## src/rtl/core_pkg.sv

```systemverilog
// rtl/core_pkg.sv - shared op-class codes, FSM encoding and defaults for the complex issue controller
package core_pkg;

    localparam int ROB_W_DEF = 4;

    localparam logic [1:0] OPC_SINGLE = 2'd0;
    localparam logic [1:0] OPC_MUL    = 2'd1;
    localparam logic [1:0] OPC_DIV    = 2'd2;

    localparam logic [1:0] CLS_MUL = 2'b10;
    localparam logic [1:0] CLS_DIV = 2'b11;

    typedef enum logic [1:0] {
        IDLE = 2'd0,
        EXEC = 2'd1,
        WB   = 2'd2
    } state_e;

    function automatic logic [1:0] op_class(input logic [5:0] aluop);
        case (aluop[5:4])
            CLS_MUL: return OPC_MUL;
            CLS_DIV: return OPC_DIV;
            default: return OPC_SINGLE;
        endcase
    endfunction

endpackage

```

## src/rtl/complex_age_tracker.sv

```systemverilog
// rtl/complex_age_tracker.sv - age pointer between the two RS entries and 2-way oldest-first grant
module complex_age_tracker (
    input  logic clk,
    input  logic rst_n,
    input  logic flush,
    input  logic win_open,
    input  logic rs0_alloc,
    input  logic rs1_alloc,
    input  logic rs0_valid,
    input  logic rs1_valid,
    input  logic rs0_ready,
    input  logic rs1_ready,
    output logic grant0,
    output logic grant1,
    output logic oldest
);

    logic oldest_q;
    logic oldest_d;

    always_comb begin
        grant0 = 1'b0;
        grant1 = 1'b0;
        if (win_open) begin
            if (rs0_ready && (!rs1_ready || !oldest_q)) begin
                grant0 = 1'b1;
            end else if (rs1_ready) begin
                grant1 = 1'b1;
            end
        end
    end

    // A freshly written entry is younger than a survivor that is not leaving this cycle.
    always_comb begin
        oldest_d = oldest_q;
        if (flush) begin
            oldest_d = 1'b0;
        end else if (rs0_alloc && rs1_alloc) begin
            oldest_d = 1'b0;
        end else if (rs0_alloc) begin
            oldest_d = rs1_valid && !grant1;
        end else if (rs1_alloc) begin
            oldest_d = !(rs0_valid && !grant0);
        end else if ((grant0 && !oldest_q) || (grant1 && oldest_q)) begin
            oldest_d = !oldest_q;
        end
    end

    always_ff @(posedge clk or negedge rst_n) begin
        if (!rst_n) begin
            oldest_q <= 1'b0;
        end else begin
            oldest_q <= oldest_d;
        end
    end

    assign oldest = oldest_q;

endmodule

```

## src/rtl/complex_issue_ctrl.sv

```systemverilog
// rtl/complex_issue_ctrl.sv - complex-unit issue FSM, latency counter and writeback hold
// Optional perf counters enabled by COMPLEX_PERF_CNT_EN.
module complex_issue_ctrl
    import core_pkg::*;
#(
    parameter int MUL_LAT = 3,
    parameter int DIV_LAT = 16,
    parameter int ROB_W   = ROB_W_DEF
) (
    input  logic             clk,
    input  logic             rst_n,
    input  logic             flush,
    input  logic             rs0_alloc,
    input  logic             rs1_alloc,
    input  logic             rs0_ready,
    input  logic             rs1_ready,
    input  logic             rs0_valid,
    input  logic             rs1_valid,
    input  logic [5:0]       rs0_aluop,
    input  logic [5:0]       rs1_aluop,
    input  logic [ROB_W-1:0] rs0_rob,
    input  logic [ROB_W-1:0] rs1_rob,
    input  logic             wb_ready,
`ifdef COMPLEX_PERF_CNT_EN
    output logic [31:0]      perf_issue_cnt,
    output logic [31:0]      perf_wb_stall_cnt,
`endif
    output logic             issue0,
    output logic             issue1,
    output logic             ex_sel,
    output logic             ex_start,
    output logic             busy,
    output logic             wb_valid,
    output logic [ROB_W-1:0] wb_rob,
    output logic             oldest
);

    localparam int MAX_LAT = (MUL_LAT > DIV_LAT) ? MUL_LAT : DIV_LAT;
    localparam int CNT_W   = (MAX_LAT > 1) ? $clog2(MAX_LAT) : 1;

    state_e            state_q, state_d;
    logic [CNT_W-1:0]  cnt_q, cnt_d;
    logic              ex_sel_q, ex_sel_d;
    logic [ROB_W-1:0]  wb_rob_q, wb_rob_d;
    logic [CNT_W-1:0]  load_cnt;
    logic [5:0]        sel_aluop;
    logic              win_open;
    logic              grant0;
    logic              grant1;
    logic              grant;

    // Gating with rst_n keeps the combinational issue pulses quiet while reset is held.
    assign win_open = rst_n && !flush &&
                      ((state_q == IDLE) || ((state_q == WB) && wb_ready));

    complex_age_tracker u_age (
        .clk       (clk),
        .rst_n     (rst_n),
        .flush     (flush),
        .win_open  (win_open),
        .rs0_alloc (rs0_alloc),
        .rs1_alloc (rs1_alloc),
        .rs0_valid (rs0_valid),
        .rs1_valid (rs1_valid),
        .rs0_ready (rs0_ready),
        .rs1_ready (rs1_ready),
        .grant0    (grant0),
        .grant1    (grant1),
        .oldest    (oldest)
    );

    assign grant = grant0 || grant1;

    always_comb begin
        sel_aluop = grant1 ? rs1_aluop : rs0_aluop;
        case (op_class(sel_aluop))
            OPC_MUL: load_cnt = CNT_W'(MUL_LAT - 1);
            OPC_DIV: load_cnt = CNT_W'(DIV_LAT - 1);
            default: load_cnt = '0;
        endcase
    end

    always_comb begin
        state_d  = state_q;
        cnt_d    = cnt_q;
        ex_sel_d = ex_sel_q;
        wb_rob_d = wb_rob_q;
        if (grant) begin
            ex_sel_d = grant1;
            wb_rob_d = grant1 ? rs1_rob : rs0_rob;
            cnt_d    = load_cnt;
        end
        if (flush) begin
            state_d = IDLE;
            cnt_d   = '0;
        end else begin
            case (state_q)
                IDLE: begin
                    if (grant) state_d = EXEC;
                end
                EXEC: begin
                    if (cnt_q == '0) state_d = WB;
                    else             cnt_d   = cnt_q - 1'b1;
                end
                WB: begin
                    if (wb_ready) state_d = grant ? EXEC : IDLE;
                end
                default: state_d = IDLE;
            endcase
        end
    end

    always_ff @(posedge clk or negedge rst_n) begin
        if (!rst_n) begin
            state_q  <= IDLE;
            cnt_q    <= '0;
            ex_sel_q <= 1'b0;
            wb_rob_q <= '0;
        end else begin
            state_q  <= state_d;
            cnt_q    <= cnt_d;
            ex_sel_q <= ex_sel_d;
            wb_rob_q <= wb_rob_d;
        end
    end

    assign issue0   = grant0;
    assign issue1   = grant1;
    assign ex_start = grant;
    assign ex_sel   = ex_sel_q;
    assign wb_rob   = wb_rob_q;
    assign busy     = (state_q != IDLE);
    assign wb_valid = (state_q == WB);

`ifdef COMPLEX_PERF_CNT_EN
    logic [31:0] perf_issue_q, perf_issue_d;
    logic [31:0] perf_stall_q, perf_stall_d;

    always_comb begin
        perf_issue_d = perf_issue_q + {31'd0, grant};
        perf_stall_d = perf_stall_q + {31'd0, (wb_valid && !wb_ready)};
    end

    // Flush deliberately leaves these alone; only reset clears them.
    always_ff @(posedge clk or negedge rst_n) begin
        if (!rst_n) begin
            perf_issue_q <= '0;
            perf_stall_q <= '0;
        end else begin
            perf_issue_q <= perf_issue_d;
            perf_stall_q <= perf_stall_d;
        end
    end

    assign perf_issue_cnt    = perf_issue_q;
    assign perf_wb_stall_cnt = perf_stall_q;
`endif

endmodule

```

## config.mk

```make
export PLATFORM = sky130hd
export DESIGN_NAME = complex_issue_ctrl
export DESIGN_NICKNAME = d
export VERILOG_FILES = /design/src/rtl/core_pkg.sv /design/src/rtl/complex_age_tracker.sv /design/src/rtl/complex_issue_ctrl.sv
export SDC_FILE = /design/constraint.sdc
export NUM_CORES = 1
export LEC_CHECK = 0
export CAP_MARGIN = 25
export CORE_MARGIN = 4
export CORE_UTILIZATION = 35
export DETAILED_ROUTE_END_ITERATION = 8
export GPL_TIMING_DRIVEN = 1
export PLACE_DENSITY = 0.76
export SETUP_SLACK_MARGIN = 0.5
export SLEW_MARGIN = 40
export SYNTH_ARGS = -nofsm -noshare
export SYNTH_HDL_FRONTEND = slang
export SYNTH_SLANG_ARGS = --single-unit
```

## constraint.sdc

```tcl
create_clock -name clk -period 2.29 [get_ports clk]
set_input_delay 0.458 -clock clk [delete_from_list [all_inputs] [get_ports clk]]
set_output_delay 0.458 -clock clk [all_outputs]
set_load 0.005 [all_outputs]
```

==> results of run 1 <==
-- through the flow --
stage	util [%]	instance area, sq um	power (uW)	instances	setup WS (ps)
2_1_floorplan	-	751	405	77	353
3_3_place_gp	59.0	1180	548	146	-437
3_5_place_dp	59.0	1180	561	146	-437
4_1_cts	65.9	1320	756	155	165
5_1_grt	67.4	1350	817	157	159
6_report	67.4	1350	767	157	245
-- cells by family after synthesis --
family	after synthesis	synth area share [%]
AO/OA/AOI/OAI	20	20.9
XOR/XNOR	1	1.17
adder cells (fa/ha/maj)	1	1.67
buffers and inverters	8	6.70
flip-flops	12	40.2
AND/OR/NAND/NOR	35	29.3
-- report_power, final --
group	switching, uW	internal, uW
Clock	73.8	96.8
Sequential	30.1	251
Combinational	127	188
Total	231	536
-- registers in the layout, indices dropped and copies added (netlist names) --
| register | count |
|---|---|
| state_q | 2 |
| wb_rob | 4 |
| u_age.oldest | 1 |
| ex_sel | 1 |
| cnt_q | 4 |
-- what timing repair did --
action | 4_1_cts | 5_1_grt
gates resized for setup | 41 | 7
setup buffers | 5 | 2
setup endpoints to repair | 15 | 10
pin swaps | 6 | 3
gates cloned | 0 | 0
-- metal layers --
layer | up-vias | part of all wire, % | GRT usage, %
li1 | 384 | - | -
met1 | 402 | 43 | 19.8
met2 | 40 | 50 | 34.5
met3 | 8 | 5.3 | 2.77
met4 | 0 | 2.2 | 9.96
met5 | - | 0 | 0
-- area by class of cell --
cell class                      instances  share of cell area (%)
Clock buffer                            4                    2.69
Inverter                                6                    2.04
Multi-Input combinational cell         57                    35.1
Sequential cell                        12                    22.4
Tap cell                               27                    2.50
Timing Repair Buffer                   51                    35.3
-- worst max-delay path, stage by stage, from the launching register on --
cell	delay (ps)
dfrtp_1	380
or3b_4	380
buf_6	130
buf_12	120
nor4_4	150
buf_2	160
-- cell usage in the layout, fill, tap and decap left out, types with 2 or more instances in the layout --
cell and count:
buf_2 3, a21oi_1 4, nor3_1 2, inv_1 5, nand2b_1 2, clkdlybuf4s50_1 22, or3b_4 2, nand2_1 9
dlygate4sd2_1 4, buf_6 7, a211oi_1 2, a22oi_1 5, dfrtp_1 11, nor2b_1 3, buf_4 13, nor4_4 2
clkbuf_4 3, nor2_1 4
-- worst paths after layout --
path,endpoint,slack (ps),cells past startpoint
max in group asynchronous,u_age.oldest,1900,2
min reg2reg,wb_rob[2],480,2
min in group clk,wb_rob[2],480,2
max reg2reg,cnt_q[0],480,6
max,issue1,240,5
min,wb_rob[2],220,2
==> impl_metrics.yaml, run 1 <==
power:
  vdd_ir_drop_max_mv: 0.329
  p_per_area_nw_per_um2: 569
  leakagePower_uw: 0.000609
global_routing:
  grt_overflow: 0
  grt.total_usage_pct: 18.6
  grt_pass1_wl_mm: 3.76
  antenna_found_initial: 0
  grt_max_degree: 13
  grt_pass1_vias: 839
synthesis:
  synth_area_per_cell_sq_um: 9.70
  syn-instance-count: 77
  yosysMostFrequentCell: "dfrtp_1"
  synth_area_leaders: "dfrtp_1 (40%), a22oi_1 (5.0%), nand2_1 (4.5%)"
  netlist_area_sq_um: 747
  ys_seq_area_share_pct: 40.2
  synth_edf_count: 0
  synth_seq_cells: 12
  synth_nets: 108
  synthArstFlopShare_pct: 100
  netlist.top_cell.by_area: "dfrtp_1"
  yosysTopAreaCellShare_pct: 40.2
  synth_common_cells: "dfrtp_1 (12), nand2_1 (9), a22oi_1 (5), inv_1 (5)"
  synthFlopType: "dfrtp_1"
  ys_types: 35
  ys_warn_count: 0
setup_path:
  critPathKind: "flip-flop to primary output"
  worstSetupStartpoint: "state_q[0]"
  start_kind: "flip-flop"
  crit_arrival_ps: 1590
  path_max_fanout: 3
  critPathRequiredTime_ps: 1830
  end_kind: "primary output"
  r2r-start: "state_q[0]"
placed_design:
  routabilityCongestion: 0.739
  dpl.hpwl_mm: 1.74
  io_buffers: 32
clocking:
  clock_path_buffers: 2
  htree_levels: 1
  clkLatencyLatePin_ps: 280
  numCtsBuffers: 3
  cts_hold_buf: 0
  cts_sinks: 12
  cts_root_buffer: "clkbuf_4"
  cts_tree: "done"
  clk_pin_slew_worst_paths_ps: 80
timing:
  post-route-period-util_pct: 89.3
  finalHoldViolCount: 0
  whs_ps: 223
  fmax_mhz: 489
  worstMarginPinSlew_ps: 351
  finalMaxSlewViolations: 0
  setup_viol: 0
  rsz0062_at_grt: "yes"
  fin_setup_tns_ps: 0
  fin_crit_ps: 2050
  max-slew-margin-rel_pct: 76.6
  skew_ps: 3.17
finish:
  multi_input_area_sq_um: 473
  synthToLayoutAreaGrowth_pct: 80.6
  seqCellArea_sq_um: 302
  fin_nets: 162
  insertedDiodeCount: 0
  nFillCells: 156
  layout-drive-gt1-share_pct: 35.4
route:
  drc: 0
  routed_via_density: 5.31
  dr.pass1.iters: 4
  finalWirelength_mm: 2.50
  antenna_left: 0
  dr_total_vias: 834
  drtIter0Drc: 29
  drt-wirelength-per-cell_microns: 15.9
worst_hold_path:
  holdCritPathClass: "input port to asynchronous set/reset pin"
floorplanning:
  initial_core_util_pct: 37.3
  fp.dieH_microns: 54.2
  io-pin-count: 41
  rows: 16
  die_area_sq_um: 2940
  core_sq_um: 2000
  die_w_microns: 54.2
job:
  maxCapViolCount: 0
outcome:
  status: "finished clean"
No activity file was read; power rests on OpenSTA's default activity.
==> inputs of run 2 (changes only) <==
--- a/config.mk
+++ b/config.mk
@@ -7,10 +7,10 @@
 export LEC_CHECK = 0
 export CAP_MARGIN = 25
 export CORE_MARGIN = 4
-export CORE_UTILIZATION = 35
+export CORE_UTILIZATION = 34
 export DETAILED_ROUTE_END_ITERATION = 8
 export GPL_TIMING_DRIVEN = 1
-export PLACE_DENSITY = 0.76
+export PLACE_DENSITY = 0.77
 export SETUP_SLACK_MARGIN = 0.5
 export SLEW_MARGIN = 40
 export SYNTH_ARGS = -nofsm -noshare
==> constraint.sdc (replaced) <==
create_clock -name clk -period 1.7 [get_ports clk]
set_input_delay 0.17 -clock clk [delete_from_list [all_inputs] [get_ports clk]]
set_output_delay 0.17 -clock clk [all_outputs]
set_load 0.005 [all_outputs]
==> run 2 against run 1 <==
The run now ends with setup timing left; sequential power grew 34%; hold slack improved by 200 ps; first-iteration DRC count decreased by 59%; clock-buffer cell count stayed put; setup slack worse by 300 ps; non-clock buffer count rose by 1; sequential cell count unchanged; via count shrank 4.4%; routed wire length down 8.9%; critical endpoint is now ex_start; largest cell class is now multi-input combinational cells.
==> impl_metrics.yaml, run 2 (synthesis results as in run 1) <==
global_routing:
  grt.total_usage_pct: 18.0
  grt_max_degree: 13
  grt_overflow: 0
  antenna_found_initial: 0
  grt_pass1_vias: 823
  grt_pass1_wl_mm: 3.75
power:
  p_int_uw: 712
  swShare_pct: 30.6
  combPwrFrac_pct: 40.5
  seqPwrFrac_pct: 36.7
  vdd_ir_drop_max_mv: 0.648
  clkPwrFrac_pct: 22.8
  p_switching_uw: 314
  p_per_area_nw_per_um2: 749
  leakagePower_uw: 0.000632
outcome:
  status: "complete, but fails checks"
  violations: "setup timing"
finish:
  final_cells: 158
  fin_nets: 163
  layout_commonest_cell: "clkdlybuf4s50_1"
  synthToLayoutAreaGrowth_pct: 83.4
  final_cell_mix: "clkdlybuf4s50_1 (18), buf_4 (14), dfrtp_1 (12), nand2_1 (9)"
  layout-drive-gt1-share_pct: 38.2
  final_util_pct: 67.8
  insertedDiodeCount: 0
route:
  routed_via_density: 5.04
  highest_layer: "met4"
  antenna_left: 0
  routed-wl-met2_mm: 1.21
  dr_total_vias: 797
  drt-wirelength-per-cell_microns: 14.4
  wl_met1_microns: 944
  finalWirelength_mm: 2.27
  drc: 0
  drtIter0Drc: 12
  dr.pass1.iters: 4
  route.met3.wl_microns: 83
placed_design:
  dpl.hpwl_mm: 1.62
  io_buffers: 32
  routabilityCongestion: 0.756
  dp_cells: 146
timing:
  max-slew-margin-rel_pct: 61.9
  rsz0062_at_grt: "yes"
  skew_ps: 1.37
  setup_viol: 3
  whs_ps: 425
  finalHoldViolCount: 0
  fmax_mhz: 571
  setup_ws_ps: -51.6
  post-route-period-util_pct: 103
  fin_crit_ps: 1750
  worstMarginPinSlew_ps: 570
  finalMaxSlewViolations: 0
clocking:
  cts_root_buffer: "clkbuf_4"
  htree_levels: 1
  clkLatencyLatePin_ps: 270
  cts_tree: "done"
  clk_pin_slew_worst_paths_ps: 80
  cts_sinks: 12
  clock_path_buffers: 2
  numCtsBuffers: 3
floorplanning:
  initial_core_util_pct: 36.9
  die_w_microns: 54.9
  fp.dieH_microns: 54.9
  die_area_sq_um: 3010
  core_sq_um: 2020
  rows: 16
  io-pin-count: 41
setup_path:
  path_max_fanout: 3
  crit_arrival_ps: 1580
  critPathKind: "flip-flop to primary output"
  end_kind: "primary output"
  start_kind: "flip-flop"
  critPathRequiredTime_ps: 1530
worst_hold_path:
  holdCritPathClass: "input port to flip-flop"
job:
  maxCapViolCount: 0
## run 2: cell count changes in the layout (fill, tap and decap cells not counted), sizes merged
cell and delta:
dlygate4sd3 +1, clkdlybuf4s15 -1, dlygate4sd2 +3, clkdlybuf4s50 -4, dlymetal6s2s +1, buf +1
## run 2: repair_timing
| action | 4_1_cts | 5_1_grt |
|---|---|---|
| gates resized for setup | 49 | 6 |
| setup endpoints to repair | 23 | 18 |
| hold endpoints to repair | 12 | 0 |
| pin swaps | 7 | 4 |
| hold buffers | 1 | 0 |
| buffers inserted | 6 | 1 |
## run 2: power groups by stage
stage	Sequential (uW)	Clock (uW)	Combinational [uW]
3_3_place_gp	377	0	367
6_report	377	234	415
2_1_floorplan	379	0	171
5_1_grt	386	252	453
4_1_cts	373	233	397
3_5_place_dp	377	0	376
## run 2: path summary, 6_finish.rpt
kind,startpoint,to,slack (ps),depth (start not counted)
max in group asynchronous,rst_n,ex_sel,660,3
setup / recovery,state_q[0],ex_start,-50,4
setup reg to reg,state_q[0],cnt_q[0],-40,6
hold / removal,flush,cnt_q[1],420,3
hold reg to reg,wb_rob[2],wb_rob[2],460,2
min in group asynchronous,rst_n,state_q[1],670,3
## run 2: worst max-delay path, stage by stage (launching register included)
cell and delay [ps]:
dfrtp_1 380, or3b_4 380, or3_4 400, clkinv_4 60, buf_6 80
## run 2: metal layers
metal	vias up	global-route usage (%)
met5	-	0
met3	4	2.72
met1	386	20.9
met2	20	32.3
met4	0	7.47
li1	387	-
## run 2: stage by stage
stage	total power [uW]	TNS [ps]	worst slack (ps)	cell area [sq um]
4_1_cts	1000	-192	-83.9	1340
5_1_grt	1090	-551	-102	1370
6_report	1030	-105	-51.6	1370
3_5_place_dp	753	-3550	-492	1190
2_1_floorplan	550	0	36.1	768
3_3_place_gp	744	-3350	-484	1190
## run 2: area by class of cell
| type | count | area [sq um] |
|---|---|---|
| fill | 155 | 652 |
| multi-input combinational | 57 | 489 |
| timing repair buffer | 52 | 483 |
| sequential | 12 | 300 |
| clock buffer | 4 | 36.3 |
| tap | 27 | 33.8 |
| inverter | 6 | 27.5 |
==> inputs of run 3 (changes only) <==
--- a/config.mk
+++ b/config.mk
@@ -6,7 +6,6 @@
 export NUM_CORES = 1
 export LEC_CHECK = 0
 export CAP_MARGIN = 25
-export CORE_MARGIN = 4
 export CORE_UTILIZATION = 34
 export DETAILED_ROUTE_END_ITERATION = 8
 export GPL_TIMING_DRIVEN = 1
==> run 3 against run 2 <==
The flow still finishes with violations (setup timing); hold slack got worse by 10 ps; clock power is 7% lower; critical path depth grew 2; die area shrank 21%; global-route usage rose by 6.0 points; non-clock buffer count up 11; first-iteration DRC count shrank 33%; sequential cell count stayed put; clock-buffer cell count did not move; sequential power about the same; critical path type is now flip-flop to flip-flop; largest cell class is now non-clock buffers; largest power group unchanged.
==> impl_metrics.yaml, run 3 (synthesis results as in run 1) <==
global_routing:
  grt_pass1_wl_mm: 4.28
  grtUsageMet3_pct: 2.80
  grt_max_degree: 13
  met2_usage_pct: 45.4
  grt-busiest-layer: "met2"
  grt.total_usage_pct: 24.0
  antenna_found_initial: 0
  grt_overflow: 0
  grt_pass1_vias: 915
  grt_use_met1_pct: 26.2
setup_path:
  critPathKind: "flip-flop to flip-flop"
  critPathRequiredTime_ps: 1850
  critPathMaxStageDelay_ps: 420
  cp_top_family: "simple AND/OR/NAND/NOR gates"
  worst-path-buf-inv: 2
  path_max_fanout: 4
  path_cells: "or3b_4, or3_4, clkinv_4, buf_6, nor2_2, o41ai_2"
  slowest_stage: "or3b_4"
  start_kind: "flip-flop"
  end_kind: "flip-flop"
  crit_arrival_ps: 1970
route:
  drc: 0
  dr.pass1.iters: 7
  routed_via_density: 5.07
  drtIter0Drc: 8
  dr_total_vias: 857
  drt-wirelength-per-cell_microns: 16.3
  finalWirelength_mm: 2.76
  antenna_left: 0
floorplanning:
  die_area_sq_um: 2390
  fp.dieH_microns: 48.9
  initial_core_util_pct: 36.9
  io-pin-count: 41
  rows: 16
  die_w_microns: 48.9
  core_sq_um: 2020
placed_design:
  dpl.hpwl_mm: 1.51
  io_buffers: 32
  routabilityCongestion: 0.785
outcome:
  violations: "setup timing"
  status: "complete, but fails checks"
clocking:
  clkLatencyLatePin_ps: 260
  numCtsBuffers: 3
  htree_levels: 1
  cts_sinks: 12
  cts_root_buffer: "clkbuf_4"
  clock_path_buffers: 2
  clk_pin_slew_worst_paths_ps: 70
  cts_tree: "done"
timing:
  fmax_mhz: 549
  max-slew-margin-rel_pct: 75.7
  skew_ps: 1.64
  worstMarginPinSlew_ps: 363
  finalMaxSlewViolations: 0
  setup_ws_ps: -122
  rsz0062_at_grt: "yes"
  setup_viol: 5
  fin_setup_tns_ps: -312
  post-route-period-util_pct: 107
  finalHoldViolCount: 0
  fin_crit_ps: 1820
power:
  total_power_uw: 1120
  leakagePower_uw: 0.000694
  p_per_area_nw_per_um2: 739
  vdd_ir_drop_max_mv: 0.572
finish:
  insertedDiodeCount: 0
  synthToLayoutAreaGrowth_pct: 104
  fin_nets: 174
  final_cell_mix: "clkdlybuf4s50_1 (18), buf_4 (18), buf_6 (13), dfrtp_1 (12), nand2_1 (9)"
  layout-drive-gt1-share_pct: 46.5
worst_hold_path:
  holdCritPathClass: "input port to flip-flop"
job:
  maxCapViolCount: 0
-- run 3: report_power, final --
part	internal (uW)	switching, uW
clock	130	87.5
combinational	305	221
sequential	338	41.6
total	773	350
-- run 3: cell type report --
class / instances / area, sq um
flip-flops and latches: 12 / 300
inverters: 6 / 27.5
clock buffers: 4 / 36.3
multi-input cells: 57 / 536
repair buffers: 63 / 587
well taps: 27 / 33.8
fillers: 137 / 502
-- run 3: what timing repair did --
action | 4_1_cts | 5_1_grt
endpoints found under the hold margin | 12 | 7
setup endpoints to repair | 23 | 30
pin swaps | 11 | 7
buffers inserted | 16 | 1
gates resized for setup | 58 | 11
hold buffers | 1 | 2
-- run 3: per-stage QoR --
stage                     hold WS (ps)  util, %  cells  cell area, sq um  setup slack, ps
after floorplan                   -126        -     77               768             36.1
after global placement             458     58.8    146              1190             -483
after detailed placement           460     58.8    146              1190             -489
after CTS                          396     71.6    167              1450            -70.4
after global routing               429     75.2    169              1520             -163
final                              415     75.2    169              1520             -122
-- run 3: final timing paths --
| kind | start | end | slack [ps] | depth (start not counted) |
|---|---|---|---|---|
| worst max register to register | state_q[0] | cnt_q[0] | -120 | 6 |
| worst max-delay path | state_q[0] | cnt_q[0] | -120 | 6 |
| worst min register to register | wb_rob[1] | wb_rob[1] | 480 | 2 |
| min in group asynchronous | rst_n | u_age.oldest | 580 | 3 |
| max in group asynchronous | rst_n | wb_rob[3] | 820 | 3 |
| worst min-delay path | flush | cnt_q[1] | 410 | 3 |
-- run 3: layer usage --
metal	part of all wire (%)	vias up
li1	-	412
met1	40	414
met2	55	23
met3	2.5	8
met4	3.2	0
met5	0	-
-- run 3: worst min-delay path: stages --
cell and delay, ps:
dlygate4sd2_1 220, buf_4 210, a21oi_2 50
